File: src/rtl/gpu_pkg.sv
// gpu_pkg: core state encodings and default core geometry shared by the core blocks
package gpu_pkg;

    localparam int DEF_THREADS = 4;
    localparam int DEF_PC_BITS = 8;

    typedef enum logic [2:0] {
        S_IDLE    = 3'b000,
        S_FETCH   = 3'b001,
        S_DECODE  = 3'b010,
        S_REQUEST = 3'b011,
        S_WAIT    = 3'b100,
        S_EXECUTE = 3'b101,
        S_UPDATE  = 3'b110,
        S_DONE    = 3'b111
    } core_state_t;

endpackage

File: src/rtl/pc_div_stack.sv
// pc_div_stack: LIFO of {mask, pc} entries holding deferred divergent paths
module pc_div_stack #(
    parameter int THREADS = 4,
    parameter int PC_BITS = 8,
    parameter int DEPTH   = 2
) (
    input  logic               clk,
    input  logic               reset,
    input  logic               i_push,
    input  logic               i_pop,
    input  logic [THREADS-1:0] i_mask,
    input  logic [PC_BITS-1:0] i_pc,
    output logic               o_full,
    output logic               o_empty,
    output logic [THREADS-1:0] o_top_mask,
    output logic [PC_BITS-1:0] o_top_pc
);

    localparam int SP_W  = $clog2(DEPTH + 1);
    localparam int IDX_W = DEPTH > 1 ? $clog2(DEPTH) : 1;

    logic [SP_W-1:0]    r_sp;
    logic [THREADS-1:0] r_mask [DEPTH];
    logic [PC_BITS-1:0] r_pc   [DEPTH];
    logic [IDX_W-1:0]   w_top;

    assign o_full     = r_sp == SP_W'(DEPTH);
    assign o_empty    = r_sp == '0;
    assign w_top      = o_empty ? '0 : IDX_W'(r_sp - 1'b1);
    assign o_top_mask = r_mask[w_top];
    assign o_top_pc   = r_pc[w_top];

    // push writes the next free slot; a push on a full stack is dropped
    always_ff @(posedge clk) begin
        if (reset) begin
            r_sp <= '0;
            for (int i = 0; i < DEPTH; i++) begin
                r_mask[i] <= '0;
                r_pc[i]   <= '0;
            end
        end else if (i_push && !o_full) begin
            r_mask[IDX_W'(r_sp)] <= i_mask;
            r_pc[IDX_W'(r_sp)]   <= i_pc;
            r_sp                 <= r_sp + 1'b1;
        end else if (i_pop && !o_empty) begin
            r_sp <= r_sp - 1'b1;
        end
    end

endmodule

File: src/rtl/core_pc_scheduler.sv
// core_pc_scheduler: per-core FSM sequencing PC units, merging thread PCs and serialising divergence
module core_pc_scheduler
    import gpu_pkg::*;
#(
    parameter int THREADS     = DEF_THREADS,
    parameter int PC_BITS     = DEF_PC_BITS,
    parameter int STACK_DEPTH = 2
) (
    input  logic                       clk,
    input  logic                       reset,
    input  logic                       i_start,
    input  logic [$clog2(THREADS):0]   i_thread_count,
    input  logic                       i_fetch_done,
    input  logic                       i_decoded_ret,
    input  logic [THREADS-1:0]         i_lsu_busy,
    input  logic [THREADS*PC_BITS-1:0] i_next_pc,
    output logic                       o_fetch_req,
    output logic [2:0]                 o_core_state,
    output logic [PC_BITS-1:0]         o_current_pc,
    output logic [THREADS-1:0]         o_active_mask,
    output logic                       o_done,
    output logic                       o_stack_err
);

    core_state_t        r_state, w_state_n;
    logic [PC_BITS-1:0] r_pc, w_pc_n, w_lead_pc, w_div_pc, w_top_pc;
    logic [THREADS-1:0] r_mask, w_mask_n, w_match, w_div, w_tc_mask, w_top_mask;
    logic               r_fetch, r_done, r_err, w_err_n, w_push, w_pop, w_full, w_empty;

    pc_div_stack #(
        .THREADS (THREADS),
        .PC_BITS (PC_BITS),
        .DEPTH   (STACK_DEPTH)
    ) u_stack (
        .clk        (clk),
        .reset      (reset),
        .i_push     (w_push),
        .i_pop      (w_pop),
        .i_mask     (w_div),
        .i_pc       (w_div_pc),
        .o_full     (w_full),
        .o_empty    (w_empty),
        .o_top_mask (w_top_mask),
        .o_top_pc   (w_top_pc)
    );

    // leader PC, threads agreeing with it, the diverging remainder and its leader PC
    always_comb begin
        w_lead_pc = '0;
        w_div_pc  = '0;
        w_match   = '0;
        w_tc_mask = '0;
        for (int t = THREADS - 1; t >= 0; t--) begin
            if (r_mask[t]) w_lead_pc = i_next_pc[t*PC_BITS +: PC_BITS];
        end
        for (int t = 0; t < THREADS; t++) begin
            w_match[t]   = r_mask[t] && (i_next_pc[t*PC_BITS +: PC_BITS] == w_lead_pc);
            w_tc_mask[t] = t < int'(i_thread_count);
        end
        w_div = r_mask & ~w_match;
        for (int t = THREADS - 1; t >= 0; t--) begin
            if (w_div[t]) w_div_pc = i_next_pc[t*PC_BITS +: PC_BITS];
        end
    end

    // next-state, next PC/mask and stack control
    always_comb begin
        w_state_n = r_state;
        w_pc_n    = r_pc;
        w_mask_n  = r_mask;
        w_err_n   = r_err;
        w_push    = 1'b0;
        w_pop     = 1'b0;
        case (r_state)
            S_IDLE: if (i_start) begin
                w_state_n = S_FETCH;
                w_pc_n    = '0;
                w_mask_n  = w_tc_mask;
            end
            S_FETCH:   w_state_n = i_fetch_done ? S_DECODE : S_FETCH;
            S_DECODE:  w_state_n = S_REQUEST;
            S_REQUEST: w_state_n = S_WAIT;
            S_WAIT:    w_state_n = (i_lsu_busy & r_mask) == '0 ? S_EXECUTE : S_WAIT;
            S_EXECUTE: w_state_n = S_UPDATE;
            S_UPDATE: begin
                w_state_n = S_FETCH;
                if (i_decoded_ret && w_empty) begin
                    w_state_n = S_DONE;
                    w_mask_n  = '0;
                end else if (i_decoded_ret) begin
                    w_pop    = 1'b1;
                    w_mask_n = w_top_mask;
                    w_pc_n   = w_top_pc;
                end else begin
                    w_pc_n = w_lead_pc;
                    if (w_div != '0) begin
                        w_push   = 1'b1;
                        w_mask_n = w_match;
                        w_err_n  = r_err | w_full;
                    end
                end
            end
            default: ;
        endcase
    end

    // state and output registers; fetch_req and done follow the state being entered
    always_ff @(posedge clk) begin
        if (reset) begin
            r_state <= S_IDLE;
            r_pc    <= '0;
            r_mask  <= '0;
            r_fetch <= 1'b0;
            r_done  <= 1'b0;
            r_err   <= 1'b0;
        end else begin
            r_state <= w_state_n;
            r_pc    <= w_pc_n;
            r_mask  <= w_mask_n;
            r_fetch <= w_state_n == S_FETCH;
            r_done  <= w_state_n == S_DONE;
            r_err   <= w_err_n;
        end
    end

    assign o_core_state  = r_state;
    assign o_current_pc  = r_pc;
    assign o_active_mask = r_mask;
    assign o_fetch_req   = r_fetch;
    assign o_done        = r_done;
    assign o_stack_err   = r_err;

endmodule

File: config.mk
export PLATFORM = sky130hd
export DESIGN_NAME = core_pc_scheduler
export DESIGN_NICKNAME = d
export VERILOG_FILES = /design/src/rtl/gpu_pkg.sv /design/src/rtl/pc_div_stack.sv /design/src/rtl/core_pc_scheduler.sv
export SDC_FILE = /design/constraint.sdc
export NUM_CORES = 1
export LEC_CHECK = 0
export ABC_AREA = 1
export CAP_MARGIN = 30
export CORE_ASPECT_RATIO = 1.75
export CORE_UTILIZATION = 50
export DETAILED_ROUTE_END_ITERATION = 6
export GPL_TIMING_DRIVEN = 0
export PLACE_DENSITY = 0.78
export SLEW_MARGIN = 20
export SYNTH_ARGS = -nofsm -noshare
export SYNTH_HDL_FRONTEND = slang
export SYNTH_HIERARCHICAL = 1
export SYNTH_SLANG_ARGS = --single-unit
export TNS_END_PERCENT = 5
File: constraint.sdc
create_clock -name clk -period 6.1 [get_ports clk]
set_input_delay 0.61 -clock clk [delete_from_list [all_inputs] [get_ports clk]]
set_output_delay 0.61 -clock clk [all_outputs]
set_load 0.005 [all_outputs]
### After elaboration in Yosys (flattened, before gate mapping)

Memory sizes are Yosys's and may differ from the RTL's.
Index checks and enable logic that the tools add are counted.

* $add $sub $neg: 2
* multipliers: 0
* divide/modulo/power cells: 0
* order comparisons: 4
* eq/ne operators: 16
* shift-type cells: 0
* mux-type cells: 43
* bitwise operators: 6
* reduce and logical (&&, ||, !) cells: 20

Operators by type and width (number)
* 8-bit two-way mux: 12
* 8-bit == test: 4
* 3-bit one-hot mux with 7 select lines: 1
* 4-bit two-way mux: 5
* 1-bit two-way mux: 18
* 8-bit one-hot mux with 2 select lines: 1
* 3-bit == test (second input constant): 4
* 4-bit bitwise AND: 2
* 4-bit one-hot mux with 2 select lines: 1
* 8-bit OR reduction: 1
* 1-bit logical AND: 7
* 3-bit by 1-bit == test with 1-bit output (second input constant): 2
* 3-bit by 2-bit == test with 1-bit output (second input constant): 2
* 1-bit by 3-bit less-than comparator with 1-bit output (first input constant): 2
* 2-bit by 3-bit less-than comparator with 1-bit output (first input constant): 2
* 2-bit two-way mux: 3
* 3-bit two-way mux: 2
* 3-bit AND reduction: 2
* 4-bit logical NOT: 1
* 2-bit inequality test (second input constant): 2
* 4-bit inequality test (second input constant): 1
* 4-bit NOT: 1
* 4-bit AND reduction: 1
* 2-bit nonzero test: 2
* 10 further kinds: 12

* register bits: 20
* bits in latches: 0
* bits in writable memories: 24
* ROM bits: 0
* output and inout bits: 18
* word-level logic and storage cells: 100
* memories: 2

Memories
* u_stack.r_pc: words 2, width 8, read ports 1, clocked after memory_dff 0, write ports 2, RTL line pc_div_stack.sv:24 `logic [PC_BITS-1:0] r_pc [DEPTH];`
* u_stack.r_mask: words 2, width 4, read ports 1, clocked after memory_dff 0, write ports 2, RTL line pc_div_stack.sv:23 `logic [THREADS-1:0] r_mask [DEPTH];`

### Logic depth before layout (Yosys ltp)

Gate-level depths: netlist of run 1.

* word-level depth: 19
* mapped depth: 20

### Cells and area by module

Netlist of run 1, hierarchy kept.

By module, submodules not included
* core_pc_scheduler: instances 1, cells each 366, area an instance 2182.1 um^2, sequential area each 360.3 um^2
* pc_div_stack: instances 1, cells each 106, area an instance 1242.4 um^2, sequential area each 760.7 um^2

### Worst setup path before layout of run 1

OpenSTA, ideal clock, no wires.

* path type: input-to-reg
* start: input port i_next_pc[7]
* end: memory u_stack.r_mask[0][0] (enable)
* arrival: 2.304 ns
* data required time: 5.750 ns
* path slack: 3.445 ns
* stages: 17
* buffers on the path: 1
* cells stage by stage: or2_1 nand2_2 nand2_1 nand2_1 inv_1 nand2_1 nor2_4 nand2_2 nand2_4 nand3_4 nand2_4 nor2_2 nand2_2 inv_4 nand3_4 buf_6 nand2_1

RTL lines
* from (decl): RTL line core_pc_scheduler.sv:16 `input logic [THREADS*PC_BITS-1:0] i_next_pc,`
* to (decl): RTL line pc_div_stack.sv:23

==> impl_metrics.xml, run 1 <==
<?xml version="1.0" encoding="UTF-8"?>
<metrics>
  <group name="setup_path">
    <metric name="critical-path-max-stage-delay" unit="ps">510</metric>
    <metric name="timing.reg2reg.setup_slack" unit="ps">2990</metric>
    <metric name="timing.critical_path.max_delay_family" unit="">simple AND/OR/NAND/NOR gates</metric>
    <metric name="cp_data_required_time" unit="ps">6020</metric>
    <metric name="path_buf_inv" unit="">5</metric>
    <metric name="crit_path_top_delay_cell" unit="">sky130_fd_sc_hd__clkdlybuf4s50_1</metric>
    <metric name="critPathCaptureType" unit="">flip-flop</metric>
    <metric name="worst_ep_arrival_time" unit="ps">3220</metric>
    <metric name="worstPathMaxFanout" unit="">12</metric>
    <metric name="worst_setup_path_category" unit="">in -&gt; reg</metric>
    <metric name="critical_path.cell_chain" unit="">clkdlybuf4s50_1 &gt; inv_1 &gt; a21oi_1 &gt; nand2_2 &gt; nand2_2 &gt; nand2_1 &gt; nand2_1 &gt; inv_1 &gt; nand2_1 &gt; nor2_4 &gt; nand2_2 &gt; nand2_4 &gt; nand3_4 &gt; nand2_4 &gt; nor2_2 &gt; nand2_2 &gt; inv_4 &gt; nand3_4 &gt; buf_6 &gt; nand2_1</metric>
    <metric name="crit_path_start_kind" unit="">primary input</metric>
  </group>
  <group name="global_route">
    <metric name="number_of_global_route_vias_before_repair" unit="">3159</metric>
    <metric name="grt-ovfl-total" unit="">0</metric>
    <metric name="grt_max_degree" unit="">14</metric>
    <metric name="antenna_found_initial" unit="">0</metric>
    <metric name="total_routing_resource_utilization_after_global_routing" unit="%">26.9</metric>
    <metric name="first_pass_grt_wire_length" unit="mm">14.7</metric>
  </group>
  <group name="route">
    <metric name="vias" unit="">3303</metric>
    <metric name="drc" unit="">0</metric>
    <metric name="route.detailed.vias_per_inst" unit="">5.31</metric>
    <metric name="postRouteAntennaNets" unit="">0</metric>
    <metric name="detailedRoute.firstIterationViolations" unit="">243</metric>
    <metric name="drt_pass1_iterations" unit="">5</metric>
    <metric name="wl_per_cell" unit="µm">14.8</metric>
    <metric name="postRouteWirelength" unit="mm">9.22</metric>
  </group>
  <group name="cts">
    <metric name="post-cts-setup-buffers" unit="">0</metric>
    <metric name="cts_tree" unit="">built</metric>
    <metric name="cts_resized" unit="">0</metric>
    <metric name="worst_skew_pair.late_latency" unit="ps">280</metric>
    <metric name="clock_sinks" unit="">44</metric>
    <metric name="cts_buffer_depth" unit="">2</metric>
    <metric name="clkTransAtPathRegs" unit="ps">60</metric>
    <metric name="cts-buffers-inserted" unit="">5</metric>
    <metric name="htree_num_levels" unit="">2</metric>
    <metric name="postCtsHoldBufs" unit="">0</metric>
    <metric name="clock-root-buffer" unit="">sky130_fd_sc_hd__clkbuf_16</metric>
  </group>
  <group name="die">
    <metric name="io_pins" unit="">62</metric>
    <metric name="starting_density" unit="%">52.0</metric>
    <metric name="rows" unit="">39</metric>
    <metric name="die_h" unit="µm">111</metric>
    <metric name="die_footprint" unit="µm²">7200</metric>
    <metric name="core" unit="µm²">6590</metric>
    <metric name="die_w" unit="µm">64.6</metric>
  </group>
  <group name="timing">
    <metric name="setup_total_negative_slack" unit="ps">0</metric>
    <metric name="final_max_slew_viols" unit="">0</metric>
    <metric name="max_slew_margin" unit="%">59.5</metric>
    <metric name="clock_skew" unit="ps">3.78</metric>
    <metric name="fin_crit" unit="ps">3300</metric>
    <metric name="timing.hold.ws" unit="ps">464</metric>
    <metric name="setup_violations" unit="">0</metric>
    <metric name="rsz_0062_raised_after_global_routing" unit="">false</metric>
    <metric name="tightestPinTransition" unit="ps">606</metric>
    <metric name="clock.fmax" unit="MHz">303</metric>
    <metric name="finalHoldViolations" unit="">0</metric>
    <metric name="layout_worst_path_cycle_share" unit="%">54.1</metric>
  </group>
  <group name="yosys">
    <metric name="post_synth_and_or_nand_nor_area_fraction" unit="%">39.1</metric>
    <metric name="compound_cell_area_share_of_the_yosys_netlist" unit="%">12.1</metric>
    <metric name="post_synth_xor_area_fraction" unit="%">0</metric>
    <metric name="synth_top_area_share" unit="%">21.0</metric>
    <metric name="flops_latches_synth" unit="">44</metric>
    <metric name="synth_top_family_by_area" unit="">simple AND/OR/NAND/NOR gates</metric>
    <metric name="yosysSeqAreaShare" unit="%">32.7</metric>
    <metric name="post_synth_num_cell_types" unit="">37</metric>
    <metric name="netlist_instances" unit="">472</metric>
    <metric name="yosys.area_share.adder" unit="%">1.10</metric>
    <metric name="netlist.top_cell.by_area" unit="">sky130_fd_sc_hd__edfxtp_1</metric>
    <metric name="synth_warnings" unit="">6</metric>
    <metric name="syn_avg_cell_area" unit="µm²">7.26</metric>
    <metric name="synth.area.mux_share" unit="%">3.95</metric>
    <metric name="synth.net_count" unit="">519</metric>
    <metric name="netlist_top_cells_area" unit="">sky130_fd_sc_hd__edfxtp_1 (21%), sky130_fd_sc_hd__nand2_1 (12%), sky130_fd_sc_hd__dfxtp_1 (12%)</metric>
    <metric name="netlist_area" unit="µm²">3420</metric>
  </group>
  <group name="pwr">
    <metric name="vdd.ir_drop.worst" unit="mV">0.167</metric>
    <metric name="p_per_area" unit="nW/µm²">254</metric>
    <metric name="power_leakage" unit="nW">1.88</metric>
    <metric name="power.total" unit="mW">1.09</metric>
  </group>
  <group name="layout">
    <metric name="fillers" unit="">602</metric>
    <metric name="postLayoutCellArea" unit="µm²">4290</metric>
    <metric name="proportion_of_layout_cells_with_a_drive_suffix_above_1" unit="%">17.4</metric>
    <metric name="multi_input_area" unit="µm²">1930</metric>
    <metric name="layout.nets" unit="">586</metric>
    <metric name="flow.area_growth_from_synthesis" unit="%">25.3</metric>
    <metric name="layout.area.seq" unit="µm²">1120</metric>
    <metric name="leading_cell_types_in_the_layout_fill_and_taps_excluded" unit="">sky130_fd_sc_hd__nand2_1 (107), sky130_fd_sc_hd__inv_1 (68), sky130_fd_sc_hd__clkdlybuf4s50_1 (60)</metric>
    <metric name="mostFrequentLayoutCell" unit="">sky130_fd_sc_hd__nand2_1</metric>
    <metric name="antennaDiodeCount" unit="">0</metric>
  </group>
  <group name="placement">
    <metric name="gp_congestion" unit="">0.896</metric>
    <metric name="detailed_place.area" unit="µm²">4130</metric>
    <metric name="post-dp-hpwl" unit="mm">7.14</metric>
    <metric name="buffer_ports.inserted" unit="">60</metric>
  </group>
  <group name="worst_hold_path">
    <metric name="kind_of_path_behind_the_tightest_hold_check" unit="">reg -&gt; reg</metric>
  </group>
  <group name="job">
    <metric name="maxCapViolCount" unit="">0</metric>
  </group>
  <group name="status">
    <metric name="run_status" unit="">finished clean</metric>
  </group>
</metrics>
## power breakdown
| group | total [mW] | switching [mW] | internal [mW] |
|---|---|---|---|
| logic | 0.449 | 0.283 | 0.166 |
| clock network | 0.299 | 0.107 | 0.192 |
| registers | 0.342 | 0.0163 | 0.326 |
| total | 1.09 | 0.406 | 0.685 |
## cell usage after synthesis
| cell | instances |
|---|---|
| sky130_fd_sc_hd__o211ai_1 | 15 |
| sky130_fd_sc_hd__nor3_2 | 1 |
| sky130_fd_sc_hd__nand2_2 | 16 |
| sky130_fd_sc_hd__inv_2 | 4 |
| sky130_fd_sc_hd__clkbuf_1 | 4 |
| sky130_fd_sc_hd__dfxtp_1 | 20 |
| sky130_fd_sc_hd__nor2_2 | 8 |
| sky130_fd_sc_hd__inv_4 | 1 |
| sky130_fd_sc_hd__a21oi_1 | 19 |
| sky130_fd_sc_hd__nand3_2 | 7 |
| sky130_fd_sc_hd__nand2_4 | 15 |
| sky130_fd_sc_hd__a41oi_1 | 1 |
| sky130_fd_sc_hd__buf_2 | 1 |
| sky130_fd_sc_hd__buf_6 | 5 |
| sky130_fd_sc_hd__edfxtp_1 | 24 |
| sky130_fd_sc_hd__nor3_1 | 2 |
| sky130_fd_sc_hd__buf_4 | 3 |
| sky130_fd_sc_hd__nor2_1 | 44 |
| sky130_fd_sc_hd__conb_1 | 1 |
| sky130_fd_sc_hd__a2111oi_0 | 1 |
| sky130_fd_sc_hd__nand4_1 | 1 |
| sky130_fd_sc_hd__a21oi_2 | 7 |
| sky130_fd_sc_hd__o21ai_1 | 6 |
| sky130_fd_sc_hd__or2_1 | 7 |
| sky130_fd_sc_hd__a221oi_1 | 1 |
| sky130_fd_sc_hd__mux2_2 | 12 |
| sky130_fd_sc_hd__nand3_1 | 45 |
| sky130_fd_sc_hd__or2_2 | 2 |
| sky130_fd_sc_hd__nor2_4 | 2 |
| sky130_fd_sc_hd__nand2_1 | 107 |
| sky130_fd_sc_hd__a21boi_0 | 1 |
| sky130_fd_sc_hd__ha_1 | 3 |
| sky130_fd_sc_hd__inv_1 | 68 |
| sky130_fd_sc_hd__a31oi_1 | 1 |
| sky130_fd_sc_hd__a22o_1 | 1 |
| sky130_fd_sc_hd__o21ai_0 | 13 |
| sky130_fd_sc_hd__nand3_4 | 3 |
## cells by family after synthesis
family	Yosys count
adders and majority gates	3
AOI/OAI and AO/OA	66
muxes	12
other	1
and+or+nand+nor	260
DFF	44
buffers and inverters	86
## area by class of cell
type,count,share of cell area (%)
clock inverter,2,0.816
inverter,73,6.44
clock buffer,6,3.00
buffer,13,2.30
sequential,44,26.1
timing repair buffer,60,14.0
tap,82,2.39
multi-input combinational,342,44.9
## routing by layer
metal,GRT usage (%),wire [µm],vias to the layer above
met3,3.28,369,32
met1,28.7,3510,1479
li1,-,-,1667
met5,0,0,-
met2,49.4,4950,125
met4,15.0,383,0
## stage by stage
stage	setup slack [ps]	std cells	util (%)
6_report	2800	622	65.1
5_1_grt	2600	622	65.1
4_1_cts	2810	622	65.1
3_5_place_dp	2510	614	62.7
3_3_place_gp	2560	614	62.7
2_1_floorplan	3450	472	-
## sequential cells by signal, indices dropped and copies added, names as in the netlist
name	cells
o_stack_err	1
u_stack/r_pc	16
u_stack/r_mask	8
o_core_state	3
o_active_mask	4
o_fetch_req	1
o_current_pc	8
o_done	1
u_stack/r_sp	2
## worst register-to-register path, stage by stage (launching register included)
cell and delay [ps]:
sky130_fd_sc_hd__dfxtp_1 420, sky130_fd_sc_hd__inv_1 190, sky130_fd_sc_hd__or2_1 300, sky130_fd_sc_hd__nand2_2 130, sky130_fd_sc_hd__nand2_1 60, sky130_fd_sc_hd__nand2_1 50, sky130_fd_sc_hd__inv_1 30, sky130_fd_sc_hd__nand2_1 100
sky130_fd_sc_hd__nor2_4 60, sky130_fd_sc_hd__nand2_2 70, sky130_fd_sc_hd__nand2_4 90, sky130_fd_sc_hd__nand3_4 110, sky130_fd_sc_hd__nand2_4 70, sky130_fd_sc_hd__nor2_2 160, sky130_fd_sc_hd__nand2_2 130, sky130_fd_sc_hd__inv_4 100
sky130_fd_sc_hd__nand3_4 90, sky130_fd_sc_hd__buf_6 170, sky130_fd_sc_hd__nand2_1 400
## worst paths after layout
check                                       from                  to  cells past startpoint
worst min register to register   o_current_pc[4]     o_current_pc[4]                      2
worst max register to register  o_active_mask[0]  u_stack/r_pc[0][2]                     18
worst max-delay path               i_next_pc[13]  u_stack/r_pc[0][2]                     20
worst min-delay path             o_current_pc[4]     o_current_pc[4]                      2
No activity file was read; power rests on OpenSTA's default activity.
==> run 2: changes to the inputs <==
--- a/config.mk
+++ b/config.mk
@@ -8,7 +8,7 @@
 export ABC_AREA = 1
 export CAP_MARGIN = 30
 export CORE_ASPECT_RATIO = 1.75
-export CORE_UTILIZATION = 50
+export CORE_UTILIZATION = 48
 export DETAILED_ROUTE_END_ITERATION = 6
 export GPL_TIMING_DRIVEN = 0
 export PLACE_DENSITY = 0.78
==> constraint.sdc (replaced) <==
create_clock -name clk -period 3 [get_ports clk]
set_input_delay 0.3 -clock clk [delete_from_list [all_inputs] [get_ports clk]]
set_output_delay 0.3 -clock clk [all_outputs]
set_load 0.005 [all_outputs]
==> impl_metrics.xml, run 2 (synthesis results as in run 1) <==
<?xml version="1.0" encoding="UTF-8"?>
<metrics>
  <group name="status">
    <metric name="run_status" unit="">finished clean</metric>
  </group>
  <group name="pwr">
    <metric name="vdd.ir_drop.worst" unit="mV">0.257</metric>
    <metric name="power_leakage" unit="nW">1.87</metric>
    <metric name="p_per_area" unit="nW/µm²">498</metric>
  </group>
  <group name="global_route">
    <metric name="grt_max_degree" unit="">14</metric>
    <metric name="grt-ovfl-total" unit="">0</metric>
    <metric name="first_pass_grt_wire_length" unit="mm">14.7</metric>
    <metric name="antenna_found_initial" unit="">0</metric>
    <metric name="global_route.usage.met2" unit="%">47.3</metric>
    <metric name="number_of_global_route_vias_before_repair" unit="">3092</metric>
    <metric name="use_met1" unit="%">28.7</metric>
    <metric name="busiest_layer" unit="">met2</metric>
    <metric name="total_routing_resource_utilization_after_global_routing" unit="%">26.2</metric>
    <metric name="grtUsageMet3" unit="%">2.50</metric>
  </group>
  <group name="job">
    <metric name="maxCapViolCount" unit="">0</metric>
  </group>
  <group name="die">
    <metric name="die_h" unit="µm">114</metric>
    <metric name="io_pins" unit="">62</metric>
    <metric name="die_w" unit="µm">65.9</metric>
    <metric name="rows" unit="">40</metric>
    <metric name="die_footprint" unit="µm²">7490</metric>
    <metric name="core" unit="µm²">6860</metric>
    <metric name="starting_density" unit="%">49.9</metric>
  </group>
  <group name="layout">
    <metric name="fillers" unit="">629</metric>
    <metric name="largest_register_ffs" unit="">16</metric>
    <metric name="mostFrequentLayoutCell" unit="">sky130_fd_sc_hd__nand2_1</metric>
    <metric name="final_core_util" unit="%">62.5</metric>
    <metric name="layout.nets" unit="">586</metric>
    <metric name="leading_cell_types_in_the_layout_fill_and_taps_excluded" unit="">sky130_fd_sc_hd__nand2_1 (105), sky130_fd_sc_hd__inv_1 (67), sky130_fd_sc_hd__clkdlybuf4s50_1 (60)</metric>
    <metric name="proportion_of_layout_cells_with_a_drive_suffix_above_1" unit="%">17.8</metric>
    <metric name="flow.area_growth_from_synthesis" unit="%">25.1</metric>
    <metric name="final-instance-count-excl-fill" unit="">624</metric>
    <metric name="antennaDiodeCount" unit="">0</metric>
    <metric name="regMostFlops" unit="">u_stack/r_pc</metric>
  </group>
  <group name="cts">
    <metric name="postCtsHoldBufs" unit="">0</metric>
    <metric name="cts_tree" unit="">built</metric>
    <metric name="post-cts-setup-buffers" unit="">0</metric>
    <metric name="cts_buffer_depth" unit="">2</metric>
    <metric name="clock-root-buffer" unit="">sky130_fd_sc_hd__clkbuf_16</metric>
    <metric name="clock_sinks" unit="">44</metric>
    <metric name="htree_num_levels" unit="">2</metric>
    <metric name="cts-buffers-inserted" unit="">5</metric>
    <metric name="worst_skew_pair.late_latency" unit="ps">290</metric>
    <metric name="clkTransAtPathRegs" unit="ps">60</metric>
  </group>
  <group name="setup_path">
    <metric name="r2r_end" unit="">u_stack/r_mask[1][3]</metric>
    <metric name="timing.reg2reg.setup_slack" unit="ps">170</metric>
    <metric name="r2r_start" unit="">o_active_mask[3]</metric>
    <metric name="worst-r2r-cell-count" unit="">20</metric>
    <metric name="worst_ep_arrival_time" unit="ps">2810</metric>
    <metric name="cp_data_required_time" unit="ps">2980</metric>
    <metric name="critPathCaptureType" unit="">flip-flop</metric>
    <metric name="crit_path_start_kind" unit="">flip-flop</metric>
    <metric name="worst_setup_path_category" unit="">reg -&gt; reg</metric>
    <metric name="worstPathMaxFanout" unit="">12</metric>
  </group>
  <group name="timing">
    <metric name="final_max_slew_viols" unit="">0</metric>
    <metric name="rsz_0062_raised_after_global_routing" unit="">false</metric>
    <metric name="finalHoldViolations" unit="">0</metric>
    <metric name="fin_crit" unit="ps">2830</metric>
    <metric name="tightestPinTransition" unit="ps">538</metric>
    <metric name="max_slew_margin" unit="%">63.2</metric>
    <metric name="clock.fmax" unit="MHz">354</metric>
    <metric name="final_critical_path_setup_slack" unit="ps">171</metric>
    <metric name="layout_worst_path_cycle_share" unit="%">94.3</metric>
    <metric name="setup_violations" unit="">0</metric>
    <metric name="timing.hold.ws" unit="ps">447</metric>
    <metric name="clock_skew" unit="ps">6.41</metric>
  </group>
  <group name="placement">
    <metric name="dpl_worst_slack" unit="ps">-322</metric>
    <metric name="buffer_ports.inserted" unit="">60</metric>
    <metric name="gp_congestion" unit="">0.942</metric>
    <metric name="cell_count_after_placement" unit="">616</metric>
    <metric name="post-dp-hpwl" unit="mm">7.39</metric>
  </group>
  <group name="worst_hold_path">
    <metric name="kind_of_path_behind_the_tightest_hold_check" unit="">reg -&gt; reg</metric>
    <metric name="worst_hold_path.endpoint" unit="">o_stack_err</metric>
    <metric name="whs_path_depth" unit="">2</metric>
    <metric name="hold_path_startpoint" unit="">o_stack_err</metric>
  </group>
  <group name="route">
    <metric name="postRouteWirelength" unit="mm">9.18</metric>
    <metric name="postRouteAntennaNets" unit="">0</metric>
    <metric name="detailedRoute.firstIterationViolations" unit="">224</metric>
    <metric name="wl_per_cell" unit="µm">14.7</metric>
    <metric name="vias" unit="">3322</metric>
    <metric name="drt_pass1_iterations" unit="">4</metric>
    <metric name="route.detailed.vias_per_inst" unit="">5.32</metric>
    <metric name="drc" unit="">0</metric>
  </group>
</metrics>
## run 2: final cells by class
cell class / instances / area [µm²] / area share, %
Inverter: 73 / 277 / 6.46
Tap cell: 84 / 105 / 2.45
Sequential cell: 44 / 1120 / 26.2
Clock inverter: 1 / 5.00 / 0.117
Timing Repair Buffer: 60 / 601 / 14.0
Clock buffer: 7 / 133 / 3.10
Buffer: 13 / 98.8 / 2.31
Multi-Input combinational cell: 342 / 1940 / 45.4
## run 2: layer usage
metal,wire length [µm],vias up
li1,-,1661
met1,3500,1542
met2,5010,98
met3,316,21
met4,354,0
met5,0,-
## run 2: worst max path at each step
stage                     start                    to  slack [ps]  cells past startpoint
2_1_floorplan  o_active_mask[3]  u_stack/r_mask[0][0]         490                     20
3_3_place_gp      i_next_pc[13]    u_stack/r_pc[1][3]        -290                     20
3_5_place_dp      i_next_pc[13]    u_stack/r_pc[1][3]        -320                     20
4_1_cts        o_active_mask[0]  u_stack/r_mask[1][3]          50                     18
5_1_grt        o_active_mask[1]  u_stack/r_mask[1][3]           9                     19
6_report       o_active_mask[3]  u_stack/r_mask[1][3]         170                     20
## run 2: where the power goes
| part | internal [mW] | total (mW) | switching (mW) |
|---|---|---|---|
| combinational | 0.339 | 0.916 | 0.577 |
| sequential | 0.663 | 0.698 | 0.0353 |
| clock | 0.307 | 0.517 | 0.210 |
| total | 1.31 | 2.13 | 0.822 |
## run 2: worst max-delay path, cell delays in order, from the launching register on
cell                      delay, ps
sky130_fd_sc_hd__dfxtp_1        470
sky130_fd_sc_hd__buf_6          200
sky130_fd_sc_hd__nand2_1         60
sky130_fd_sc_hd__nand2_1         70
sky130_fd_sc_hd__nand3_2         80
sky130_fd_sc_hd__nand2_4        100
sky130_fd_sc_hd__nand2_4         60
sky130_fd_sc_hd__nand2_1         60
sky130_fd_sc_hd__nand2_1         50
sky130_fd_sc_hd__nand3_1        110
sky130_fd_sc_hd__nor2_1          60
sky130_fd_sc_hd__nand2_2         90
sky130_fd_sc_hd__nand2_4        110
sky130_fd_sc_hd__nand3_4         90
sky130_fd_sc_hd__nand2_4         60
sky130_fd_sc_hd__nor2_2         170
sky130_fd_sc_hd__nand2_2        130
sky130_fd_sc_hd__inv_4          100
sky130_fd_sc_hd__nand3_4        100
sky130_fd_sc_hd__buf_6          180
sky130_fd_sc_hd__nand2_4        160
## run 2: repair_timing
action / 4_1_cts / 5_1_grt
setup endpoints to repair: 24 / 24
gates resized for setup: 2 / 3
pin swaps: 0 / 0
gates cloned: 0 / 0
## run 2: per-stage QoR
| step | instance area [µm²] | power, mW | setup TNS (ps) |
|---|---|---|---|
| after detailed placement | 4130 | 1.61 | -7490 |
| final | 4280 | 2.13 | 0 |
| after global placement | 4130 | 1.60 | -6870 |
| after CTS | 4270 | 2.13 | 0 |
| after global routing | 4280 | 2.26 | 0 |
| after floorplan | 3420 | 1.34 | 0 |
